===== config.mk =====
export PLATFORM = sky130hd
export DESIGN_NAME = pipe_reg_chain
export DESIGN_NICKNAME = d
export VERILOG_FILES = /design/src/rtl/pipe_reg_chain_pkg.sv /design/src/rtl/pipe_reg_stage.sv /design/src/rtl/pipe_reg_chain.sv
export SDC_FILE = /design/constraint.sdc
export NUM_CORES = 1
export LEC_CHECK = 0
export BUFFER_PORTS_ARGS = -buffer_cell sky130_fd_sc_hd__buf_4
export CORE_MARGIN = 10
export CORE_UTILIZATION = 46
export CTS_BUF_LIST = sky130_fd_sc_hd__clkbuf_8 sky130_fd_sc_hd__clkbuf_16
export DETAILED_ROUTE_END_ITERATION = 10
export PLACE_DENSITY = 0.81
export RECOVER_POWER = 100
export SYNTH_ARGS = -nofsm -noshare
export SYNTH_HDL_FRONTEND = slang
export SYNTH_SLANG_ARGS = --single-unit

===== constraint.sdc =====
create_clock -name clk -period 1.8 [get_ports clk]
set_clock_uncertainty 0.1 [all_clocks]
set_input_delay 0.36 -clock clk [delete_from_list [all_inputs] [get_ports clk]]
set_output_delay 0.36 -clock clk [all_outputs]
set_load 0.01 [all_outputs]

===== src/rtl/pipe_reg_chain_pkg.sv =====
// Shared constants for the pipeline register chain: width helpers used to size
// the occupancy counter from the chain depth.
package pipe_reg_chain_pkg;

  function automatic int clog2(input int value);
    int r;
    r = 0;
    while ((1 << r) < value) r++;
    return r;
  endfunction

  // A one-stage chain still needs one bit to count 0..1.
  function automatic int occ_width(input int depth);
    int w;
    w = clog2(depth + 1);
    return (w < 1) ? 1 : w;
  endfunction

endpackage


===== src/rtl/pipe_reg_stage.sv =====
// One stage of the chain: a valid flag plus a data word that is only written
// when a valid word moves in, so bubbles never toggle the data register.
module pipe_reg_stage #(
  parameter int WORD_LENGTH = 4
) (
  input  logic                   clk,
  input  logic                   reset,
  input  logic                   load,
  input  logic                   up_valid,
  input  logic [WORD_LENGTH-1:0] up_data,
  output logic                   valid,
  output logic [WORD_LENGTH-1:0] data
);

  logic                   valid_q;
  logic [WORD_LENGTH-1:0] data_q;

  always_ff @(posedge clk or negedge reset) begin
    if (!reset) begin
      valid_q <= 1'b0;
      data_q  <= '0;
    end else if (load) begin
      valid_q <= up_valid;
      if (up_valid) data_q <= up_data;
    end
  end

  assign valid = valid_q;
  assign data  = data_q;

endmodule


===== src/rtl/pipe_reg_chain.sv =====
// DEPTH-stage valid/ready register chain with bubble collapse, freeze, flush
// and a registered occupancy count.
module pipe_reg_chain
  import pipe_reg_chain_pkg::*;
#(
  parameter int WORD_LENGTH = 4,
  parameter int DEPTH       = 3,
  parameter int OCC_W       = occ_width(DEPTH)
) (
  input  logic                   clk,
  input  logic                   reset,
  input  logic                   enable,
  input  logic                   flush,
  input  logic                   in_valid,
  output logic                   in_ready,
  input  logic [WORD_LENGTH-1:0] Data_Input,
  output logic                   out_valid,
  input  logic                   out_ready,
  output logic [WORD_LENGTH-1:0] Data_Output,
  output logic [OCC_W-1:0]       occupancy
);

  logic                   adv;
  logic                   load      [DEPTH+1];
  logic                   stg_load  [DEPTH];
  logic                   up_valid  [DEPTH];
  logic                   stg_upv   [DEPTH];
  logic [WORD_LENGTH-1:0] up_data   [DEPTH];
  logic                   valid     [DEPTH];
  logic [WORD_LENGTH-1:0] data      [DEPTH];
  logic [OCC_W-1:0]       occ_d, occ_q;

  // Gating with reset keeps in_ready low while the chain is held in reset.
  assign adv         = reset & enable & ~flush;
  assign load[DEPTH] = out_ready;

  genvar i;
  generate
    for (i = 0; i < DEPTH; i++) begin : g_stage
      if (i == 0) begin : g_head
        assign up_valid[i] = in_valid;
        assign up_data[i]  = Data_Input;
      end else begin : g_body
        assign up_valid[i] = valid[i-1];
        assign up_data[i]  = data[i-1];
      end

      assign load[i]     = adv & (~valid[i] | load[i+1]);
      // Flush is a forced load of an empty slot: valid clears, data untouched.
      assign stg_load[i] = load[i] | flush;
      assign stg_upv[i]  = up_valid[i] & ~flush;

      pipe_reg_stage #(
        .WORD_LENGTH(WORD_LENGTH)
      ) u_stage (
        .clk      (clk),
        .reset    (reset),
        .load     (stg_load[i]),
        .up_valid (stg_upv[i]),
        .up_data  (up_data[i]),
        .valid    (valid[i]),
        .data     (data[i])
      );
    end
  endgenerate

  // Popcount of the valid bits each stage will hold after this edge.
  always_comb begin
    occ_d = '0;
    for (int k = 0; k < DEPTH; k++) begin
      occ_d = occ_d + OCC_W'(stg_load[k] ? stg_upv[k] : valid[k]);
    end
  end

  always_ff @(posedge clk or negedge reset) begin
    if (!reset) occ_q <= '0;
    else        occ_q <= occ_d;
  end

  assign in_ready    = load[0];
  assign out_valid   = valid[DEPTH-1];
  assign Data_Output = data[DEPTH-1];
  assign occupancy   = occ_q;

endmodule


Yosys cells after proc, flatten, opt, wreduce, memory -nomap -nowiden
Index checks and enable logic that the tools add are counted.

cells by class
  muxes and demuxes = 3
  add/sub/neg operators = 2
  bitwise gates (word level) = 18
  reduce and logical (&&, ||, !) cells = 3

operators by type and width
  operator                                count
  1-bit bitwise AND                       8
  1-bit bitwise OR                        6
  2-bit AND reduction                     3
  1-bit NOT                               4
  1-bit two-way mux                       3
  1-bit by 1-bit adder with 2-bit output  1
  2-bit by 1-bit adder with 2-bit output  1

storage, ports and cells
  input bits = 10
  word-level logic and storage cells = 33
  output and inout bits = 8
  register bits = 17

Longest topological paths before layout
  word-level depth = 11
  mapped depth = 5
  depth with buffers taken out = 4

Cells and area by module
From an unflattened synthesis, not the netlist that was laid out.

unflattened totals
  cell total of the unflattened synthesis = 60
  area, all modules = 788.3 µm²

by module, submodules not included
  module          area each (µm²)  sequential area each (µm²)  cells each  times used
  pipe_reg_stage  200.2            125.1                       12          3
  pipe_reg_chain  187.7            50.0                        24          1

Worst setup path before layout
No wires, ideal clock.

  kind = register -> register
  start = register g_stage[2].u_stage.valid_q
  end = register occ_q[0] (netlist: occupancy[0])
  clock period less this slack = 1850 ps
  required time = 1564 ps
  library setup time = 136 ps
  arrival time = 1615 ps
  path buffers = 1
  setup slack = -50 ps
  cell stages (with the launch flop) = 6
  cell sequence = dfrtp_1 nor2b_4 and4b_1 buf_6 a31o_2 fa_1

between the ends
  word-level cells in the longest chain between the ends = 11
  elaborated cells between the ends (all ways) = 15
  those cells by class = add/sub (2); mux (3); bitwise (10)

ends and longest elaborated chain
  item                                        RTL line              RTL
  start: declaration                          pipe_reg_stage.sv:15  logic valid_q;
  start signal: assignment                    pipe_reg_stage.sv:23  valid_q <= up_valid;
  1-bit NOT                                   pipe_reg_chain.sv:48  assign load[i] = adv & (~valid[i] | load[i+1]);
  1-bit bitwise OR                            pipe_reg_chain.sv:48
  1-bit bitwise AND                           pipe_reg_chain.sv:48
  1-bit bitwise OR                            pipe_reg_chain.sv:48
  1-bit bitwise AND                           pipe_reg_chain.sv:48
  1-bit bitwise OR                            pipe_reg_chain.sv:48
  1-bit bitwise AND                           pipe_reg_chain.sv:48
  1-bit bitwise OR                            pipe_reg_chain.sv:50  assign stg_load[i] = load[i] | flush;
  1-bit two-way mux                           pipe_reg_chain.sv:71  occ_d = occ_d + OCC_W'(stg_load[k] ? stg_upv[k] : valid[k]);
  1-bit by 1-bit adder with 2-bit output      pipe_reg_chain.sv:71
  2-bit by 1-bit adder with 2-bit output (*)  pipe_reg_chain.sv:71
  net occ_d[0]                                pipe_reg_chain.sv:31  logic [OCC_W-1:0] occ_d, occ_q;
  end signal: assignment                      pipe_reg_chain.sv:76  if (!reset) occ_q <= '0;
  end signal: assignment                      pipe_reg_chain.sv:77  else occ_q <= occ_d;
  end: declaration                            pipe_reg_chain.sv:31

Mark *: on every way through the listed nets, which the timed path passes. The rest lies on a longest branch.
A chain may end at the register's enable or synchronous reset.

Final worst setup path
Ends and elaborated chain as after synthesis.

==> run summary <==
Max Freq = 0.582 GHz
Tmin final = 1.72 ns
WL met2 = 689 microns
Std-Cell Rows = 15
WL met3 = 87 microns
Largest family of logic cells by synthesized area = multiplexers
Fin area = 941 sq um
Synth warn = 0
DRT Pass-1 Iters = 2
H-tree Lvls = 1
Post-CTS sizing = 0
Post-Syn Area per Cell = 14.6 sq um
Full die area = 3820 sq um
Placement Cell Area = 938 sq um
Synth Area in XOR/XNOR = 0%
Reg area = 425 sq um
Post-Layout Cell Count = 92
Drt wl/cell = 14.9 microns
Share of layout cells above drive strength 1 = 40.0%
Initial antenna violation count = 0
Largest net degree at the start of global routing = 18
Synth top area share = 53.0%
Deepest clock path buffer count = 2
Vias after detailed routing = 481
Final WL = 1.37 mm
Slew headroom = 42.9%
Startpoint Class = flop
Post-synthesis instance area = 803 sq um
CTS sink count = 17
Area fraction in compound gates after synthesis = 7.94%
Yosys top cell by area = dfrtp_1
Syn Inst Count = 55
Final worst slack = 0.0824 ns
Number of routed nets with antenna violations = 0
Worst-Margin Slew = 0.856 ns
Starting Density = 47.6%
Maximum fanout along the worst path = 4
GRT Residual Overflow = 0
Fillers = 140
Data required time of the worst path = 1.82 ns
Mux cell area share after synthesis = 17.3%
Clock slew seen by the registers of the worst setup and hold paths = 0.06 ns
Design Power = 0.810 mW
Number of synthesized register bits = 17
Hold crit path type = in -> reg
Core area = 1690 sq um
Static Leakage = 0.470 nW
Avg Vias per Cell = 5.23
Area Overhead vs Synth = 17.1%
Uppermost layer routed = met4
Max VDD drop = 0.000526 V
Clock Tree Root = clkbuf_8
Max Cap Violations = 0
CTS tree = yes
Final nets = 87
Multi-input logic area = 325 sq um
Routability cong. = 0.769
Die width = 61.8 microns
Syn Nets = 66
M1 WL = 569 microns
Simple-gate portion of the synthesized area = 11.8%
Clock latency on the worst-skew pair = 0.24 ns
Vias in the first global route = 517
Global-route wire length before repair = 2.33 mm
Reg2reg setup slack = 0.08 ns
Placed Cells = 87
Post-DP HPWL = 1.13 mm
Synth cell types = 20
Pwr dens = 861 nW/um^2
Fin. max-slew vios = 0
Post-Synth Adder-Cell Area = 2.49%
Number of buffers added on ports = 17
Outcome = completed
DR iter-0 viols = 4
Critical path arrival = 1.73 ns
Antenna fix cells = 0
Register area share after synthesis = 53.0%
Top post-synthesis cells by area = dfrtp_1 (53%), mux2_2 (15%), buf_4 (3.7%)
Final period utilization = 95.4%
Finish-stage setup viols = 0
Pre-CTS WS = 0.0251 ns
Critical setup path kind = reg -> reg
Final Hold Fails = 0
CP Capture Type = flop
Unrepaired setup endpoints after global routing = false
TritonCTS Buffers = 3
Gr usage total = 8.20%
Die Ht = 61.8 microns
Drt drc = 0
IO Count = 18
==> power breakdown <==
part,switching [mW],leakage (nW),internal (mW)
registers,0.0242,0.226,0.429
clock network,0.111,0.0269,0.151
logic,0.0372,0.217,0.0583
==> cell usage after synthesis, drive strengths merged <==
cell type / instances
nor2b: 1
a31o: 3
inv: 2
and4b: 1
dfrtp: 17
fa: 1
buf: 6
nand2b: 2
mux2: 12
a31oi: 1
o21ai: 1
a311oi: 1
nand2: 2
and3: 1
and2b: 1
and3b: 1
nand3b: 2
==> final cells by class <==
type	count	share of cell area [%]
flip-flops and latches	17	45.2
clock buffers	3	4.39
inverters	2	0.798
clock inverters	1	0.399
well taps	17	2.26
multi-input cells	30	34.6
repair buffers	22	12.4
==> cells in the final DEF (no fill, tap or decap) <==
master    netlist  final
dfrtp_1        17     17
clkbuf_1        0     13
mux2_2         11     11
buf_4           4      9
inv_1           2      3
clkbuf_8        0      3
nand2b_1        2      2
nand2_1         2      2
a31o_2          3      2
nor2b_4         1      1
nand3b_4        1      1
a31oi_1         1      1
and3b_1         0      1
nand3b_1        1      1
and3_1          1      1
and2b_1         1      1
o21ai_0         1      1
a311oi_4        1      1
and4b_1         1      1
a31o_4          0      1
mux2_4          1      1
fa_1            1      1
==> flip-flops by register name, indices dropped and copies added, names as in the netlist <==
name,count
g_stage.u_stage.data,12
g_stage.u_stage.valid,3
occupancy,2
==> per-stage QoR <==
| stage | util, % | hold WS [ns] | setup TNS, ns |
|---|---|---|---|
| finish | 55.7 | 0.244 | 0 |
| global route | 55.7 | 0.233 | 0 |
| CTS | 58.2 | 0.0192 | 0 |
| detailed placement | 55.6 | 0.286 | 0 |
| global placement | 55.6 | 0.277 | 0 |
| floorplan | - | -0.0356 | -0.0284 |
==> repair_timing <==
| item | 4_1_cts | 5_1_grt |
|---|---|---|
| setup buffers | 0 | 1 |
| hold buffers | 0 | 0 |
| endpoints found under the setup margin | 0 | 1 |
==> worst paths after layout <==
path                                                   startpoint                                      to  depth (start not counted)
setup / recovery             g_stage[2].u_stage.valid$_DFFE_PN0N_                  occupancy[0]$_DFF_PN0_                          4
setup reg to reg             g_stage[2].u_stage.valid$_DFFE_PN0N_                  occupancy[0]$_DFF_PN0_                          4
hold reg to reg            g_stage[2].u_stage.data[3]$_DFFE_PN0P_  g_stage[2].u_stage.data[3]$_DFFE_PN0P_                          1
min in group asynchronous                                   reset  g_stage[0].u_stage.data[0]$_DFFE_PN0P_                          2
hold / removal                                      Data_Input[2]  g_stage[0].u_stage.data[2]$_DFFE_PN0P_                          2
max in group asynchronous                                   reset  g_stage[2].u_stage.data[3]$_DFFE_PN0P_                          2
==> cells by family (layout without fill, tap and decap cells) <==
logic type               count (synthesis)  in the layout
AO/OA/AOI/OAI                            6              6
adder cells (fa/ha/maj)                  1              1
buffers and inverters                    8             28
flip-flops                              17             17
multiplexers                            12             12
AND/OR/NAND/NOR                         11             11
==> routing by layer <==
metal / vias up / GRT usage, %
li1: 233 / -
met1: 233 / 8.84
met2: 11 / 14.2
met3: 4 / 3.25
met4: 0 / 2.87
met5: - / 0
==> worst max-delay path: stages, from the launching register on <==
cell,delay (ns)
dfrtp_1,0.39
nor2b_4,0.21
and4b_1,0.24
a31o_4,0.22
fa_1,0.44
No activity file was read; power rests on OpenSTA's default activity.
